--- src/rtl/bit_serializer.sv ---
// Word-to-bit serializer: one-entry input buffer feeding an LSB-first shift register with valid/ready on both sides.
// Optional macro BIT_SERIALIZER_EARLY_EXIT_EN ends a word once no set bits remain above the current bit.
module bit_serializer #(
    parameter int WIDTH = 4
) (
    input  logic             clk,
    input  logic             rst,
    input  logic             in_valid,
    output logic             in_ready,
    input  logic [WIDTH-1:0] in_data,
    output logic             out_valid,
    input  logic             out_ready,
    output logic             out_bit,
    output logic             out_last,
    output logic             busy,
    output logic [7:0]       words_done
);

    localparam int CW = $clog2(WIDTH + 1);

    typedef enum logic {
        IDLE  = 1'b0,
        SHIFT = 1'b1
    } state_t;

    state_t           state_reg, state_next;
    logic [WIDTH-1:0] buf_data_reg, buf_data_next;
    logic             buf_full_reg, buf_full_next;
    logic [WIDTH-1:0] shreg_reg, shreg_next;
    logic [CW-1:0]    cnt_reg, cnt_next;
    logic [7:0]       words_done_reg, words_done_next;
    logic [WIDTH-1:0] shreg_shifted;
    logic             accept, consume, last_bit, shifting;

    // Zero-filled right shift of the shift register
    generate
        for (genvar gi = 0; gi < WIDTH; gi++) begin : g_shift
            if (gi == WIDTH - 1) begin : g_top
                assign shreg_shifted[gi] = 1'b0;
            end else begin : g_mid
                assign shreg_shifted[gi] = shreg_reg[gi+1];
            end
        end
    endgenerate

    assign shifting = (state_reg == SHIFT);
    assign accept   = in_valid && !buf_full_reg;
    assign consume  = shifting && out_ready;

`ifdef BIT_SERIALIZER_EARLY_EXIT_EN
    logic upper_zero;
    assign upper_zero = (shreg_shifted == '0);
    assign last_bit   = shifting && ((cnt_reg == CW'(1)) || upper_zero);
`else
    assign last_bit   = shifting && (cnt_reg == CW'(1));
`endif

    always_comb begin
        state_next      = state_reg;
        buf_data_next   = buf_data_reg;
        buf_full_next   = buf_full_reg;
        shreg_next      = shreg_reg;
        cnt_next        = cnt_reg;
        words_done_next = words_done_reg;

        // accept only happens with the buffer empty, so it never collides with a drain below
        if (accept) begin
            buf_data_next = in_data;
            buf_full_next = 1'b1;
        end

        case (state_reg)
            IDLE: begin
                if (buf_full_reg) begin
                    shreg_next    = buf_data_reg;
                    cnt_next      = CW'(WIDTH);
                    buf_full_next = 1'b0;
                    state_next    = SHIFT;
                end
            end
            SHIFT: begin
                if (consume) begin
                    if (!last_bit) begin
                        shreg_next = shreg_shifted;
                        cnt_next   = cnt_reg - CW'(1);
                    end else begin
                        words_done_next = words_done_reg + 8'd1;
                        if (buf_full_reg) begin
                            shreg_next    = buf_data_reg;
                            cnt_next      = CW'(WIDTH);
                            buf_full_next = 1'b0;
                        end else begin
                            shreg_next = '0;
                            cnt_next   = '0;
                            state_next = IDLE;
                        end
                    end
                end
            end
            default: state_next = IDLE;
        endcase
    end

    always_ff @(posedge clk) begin
        if (rst) begin
            state_reg      <= IDLE;
            buf_data_reg   <= '0;
            buf_full_reg   <= 1'b0;
            shreg_reg      <= '0;
            cnt_reg        <= '0;
            words_done_reg <= '0;
        end else begin
            state_reg      <= state_next;
            buf_data_reg   <= buf_data_next;
            buf_full_reg   <= buf_full_next;
            shreg_reg      <= shreg_next;
            cnt_reg        <= cnt_next;
            words_done_reg <= words_done_next;
        end
    end

    assign in_ready   = !buf_full_reg;
    assign out_valid  = shifting;
    assign out_bit    = shifting && shreg_reg[0];
    assign out_last   = last_bit;
    assign busy       = shifting || buf_full_reg;
    assign words_done = words_done_reg;

endmodule

--- config.mk ---
export PLATFORM = sky130hd
export DESIGN_NAME = bit_serializer
export DESIGN_NICKNAME = d
export VERILOG_FILES = /design/src/rtl/bit_serializer.sv
export SDC_FILE = /design/constraint.sdc
export NUM_CORES = 1
export LEC_CHECK = 0
export CORE_ASPECT_RATIO = 1.2
export CORE_MARGIN = 2
export CORE_UTILIZATION = 44
export DETAILED_ROUTE_END_ITERATION = 12
export PLACE_DENSITY = 0.75
export SLEW_MARGIN = 20
export SYNTH_ARGS = -nofsm -noshare
export SYNTH_HDL_FRONTEND = slang
export SYNTH_SLANG_ARGS = --single-unit
export TNS_END_PERCENT = 30
--- constraint.sdc ---
create_clock -name clk -period 1.4 [get_ports clk]
set_input_delay 0.28 -clock clk [delete_from_list [all_inputs] [get_ports clk]]
set_output_delay 0.28 -clock clk [all_outputs]
set_load 0.02 [all_outputs]
==> impl_metrics.yaml <==
sta:
  skew_ns: 0.00445
  final_max_slew_viol_count: 0
  setup_viol: 1
  fmax_mhz: 710
  max-slew-margin-rel_pct: 78.5
  tightest_slew_ns: 0.322
  finalHoldViolCount: 0
  min_period_ns: 1.41
  finalCritPeriodShare_pct: 101
  hold_slack_ns: 0.475
  rsz0062_at_grt: "yes"
  worst_slack_ns: -0.00909
grt:
  grt_antenna_before_repair: 0
  grt_pass1_vias: 863
  grt-ovfl-total: 0
  grtUsageTotal_pct: 18.0
  grt_max_degree: 12
  use_met1_pct: 20.0
  grt_pass1_wl_mm: 3.47
  busiest_layer: "met2"
  grtUsageMet3_pct: 2.94
  grt_util_met2_pct: 32.5
floorplan:
  initial_utilization_pct: 46.5
  die_area_um2: 2580
  rows: 18
  die_w_um: 46.7
  die_h_um: 55.3
  core-area_um2: 2070
  io_pins: 21
power:
  total_power_w: 0.00113
  switchingPower_w: 0.000296
  p_seq_share_pct: 56.7
  peakVddDrop_mv: 0.606
  combPwrFrac_pct: 17.7
  p_per_area_nw_per_um2: 831
  switching_share_pct: 26.1
  power_leakage_nw: 0.617
  p_int_w: 0.000839
  clkPwrFrac_pct: 25.6
finish:
  utilization_pct: 65.9
  diodes: 0
  nets: 158
  fillers: 199
  drive_gt1_share_pct: 26.0
  area_growth_syn_to_layout_pct: 41.8
  fin_cells: 176
  largest_register_ffs: 8
yosys:
  syn_inst: 110
  ys_seq_area_share_pct: 43.6
  ys_warn_count: 0
  yosysTopAreaCellShare_pct: 43.6
  synth-seq-cells: 21
  yosysUniqueCellTypes: 29
  synth_area_per_cell_um2: 8.76
  ys_top_cells_by_area: "dfxtp_1, nor2_1, a21oi_1, mux2i_1, ha_1"
  postSynthNetCount: 121
  yosys.area.top_type: "dfxtp_1"
  syn-cell-area_um2: 963
detailed_routing:
  antenna_left: 0
  drc: 0
  avgRoutedWirePerCell_um: 11.7
  wl_mm: 2.06
  vias_per_cell: 5.03
  first_pass_iters: 4
  drt_iter0_drc: 8
  vias: 885
setup_path:
  cp-start-kind: "flip-flop"
  rrSetupSlack_ns: 0.07
  cp_max_fo: 2
  endpoint_kind: "output port"
  critPathRequiredTime_ns: 1.12
  cp_data_arrival_time_ns: 1.13
  path_class: "flip-flop to output port"
clock_network:
  cts_buffers: 3
  clock_sinks: 21
  cts_setup_buffers: 0
  cts-hold-fix-buffers: 0
  clock_latency_ns: 0.30
  h-tree-depth: 1
  cts_tree: "yes"
  path_clk_slew_ns: 0.12
  clockBufferDepth: 2
  cts_root_buf: "clkbuf_4"
run_status:
  violations: "negative setup slack"
  status: "finished, violations left"
placement:
  place_congestion: 0.778
  place_hpwl_mm: 1.57
  port_buffers: 20
  dp.cells: 172
run:
  maxCapViolCount: 0
min_path:
  hold_class: "flip-flop to flip-flop"
[Yosys cell counts]
master / count
nor3_1: 5
nor2_1: 21
xor2_1: 3
nor4_4: 1
nand4b_4: 1
buf_4: 1
o21ai_0: 1
o21ai_1: 1
nand4_1: 2
o31a_1: 1
and2_1: 1
a41oi_1: 1
inv_1: 4
mux2i_1: 4
nand2_1: 10
dfxtp_1: 21
a2bb2oi_1: 3
nor3b_1: 1
ha_1: 3
clkbuf_1: 3
xnor2_1: 4
and4b_2: 1
nor2b_1: 2
a21oi_1: 9
nand3_1: 2
buf_2: 1
a31oi_1: 1
a22oi_1: 1
nand2b_1: 1
[power groups by stage]
| stage | Sequential [W] | Clock [W] | Combinational (W) |
|---|---|---|---|
| floorplan | 0.000655 | 0 | 0.000103 |
| global placement | 0.000653 | 0 | 0.000193 |
| detailed placement | 0.000654 | 0 | 0.000197 |
| CTS | 0.000640 | 0.000300 | 0.000193 |
| global route | 0.000647 | 0.000327 | 0.000221 |
| finish | 0.000644 | 0.000291 | 0.000201 |
[per-layer routing]
layer / share of wire, % / wire length (µm) / up-vias
li1: - / - / 445
met1: 43 / 879 / 417
met2: 52 / 1080 / 19
met3: 3.2 / 66 / 4
met4: 1.7 / 35 / 0
met5: 0 / 0 / -
[critical path, cell delays in order, from the launching register on]
cell      delay (ns)
dfxtp_2         0.34
inv_2           0.07
ha_4            0.14
nand2b_4        0.05
nor2_1          0.08
buf_4           0.14
[per-stage QoR]
| step | TNS [ns] | instance area [µm²] | setup WS [ns] |
|---|---|---|---|
| global placement | -2.91 | 1310 | -0.207 |
| finish | -0.00909 | 1370 | -0.00909 |
| global route | -0.164 | 1370 | -0.0660 |
| detailed placement | -3.13 | 1310 | -0.244 |
| floorplan | 0 | 963 | 0.0167 |
| CTS | -0.236 | 1320 | -0.229 |
[logic make-up after synthesis]
family | Yosys count | synth area share (%)
AND/OR/NAND/NOR | 48 | 26.2
flip-flops | 21 | 43.6
AO/OA/AOI/OAI | 18 | 11.7
buffers and inverters | 9 | 4.03
XOR/XNOR | 7 | 6.36
multiplexers | 4 | 4.16
adder cells (fa/ha/maj) | 3 | 3.90
[repair_timing]
action / CTS / global route
resized for setup: 22 / 25
pin swaps: 1 / 3
endpoints found under the setup margin: 15 / 19
[path summary, 6_finish.rpt]
kind | from | endpoint | cells past startpoint
worst max-delay path | cnt_reg[1] | out_last | 5
worst min-delay path | shreg_reg[3] | shreg_reg[3] | 2
worst min register to register | shreg_reg[3] | shreg_reg[3] | 2
worst max register to register | cnt_reg[1] | words_done[4] | 7
[cell usage in the layout (no fill, tap or decap), types with 2 or more instances in the layout]
cell type / n
buf_4: 17
dlygate4sd2_1: 5
nor2_1: 21
clkbuf_4: 3
xnor2_1: 4
nor3_1: 3
clkbuf_2: 2
dfxtp_2: 2
nand3_1: 2
inv_1: 3
nand4_1: 2
dfxtp_1: 18
a21oi_1: 9
clkdlybuf4s50_1: 6
xor2_1: 3
nand2_1: 10
buf_2: 2
a2bb2oi_1: 3
clkdlybuf4s15_1: 3
mux2i_1: 4
nor2b_1: 2
ha_1: 2
[final cells by class]
| class | instances | area, µm² | share of cell area (%) |
|---|---|---|---|
| Multi-Input combinational cell | 80 | 556 | 40.7 |
| Sequential cell | 21 | 427 | 31.2 |
| Timing Repair Buffer | 37 | 305 | 22.3 |
| Tap cell | 30 | 37.5 | 2.75 |
| Clock buffer | 4 | 26.3 | 1.92 |
| Inverter | 4 | 15.0 | 1.10 |
Note: power is estimated with default switching activity, not from simulation.
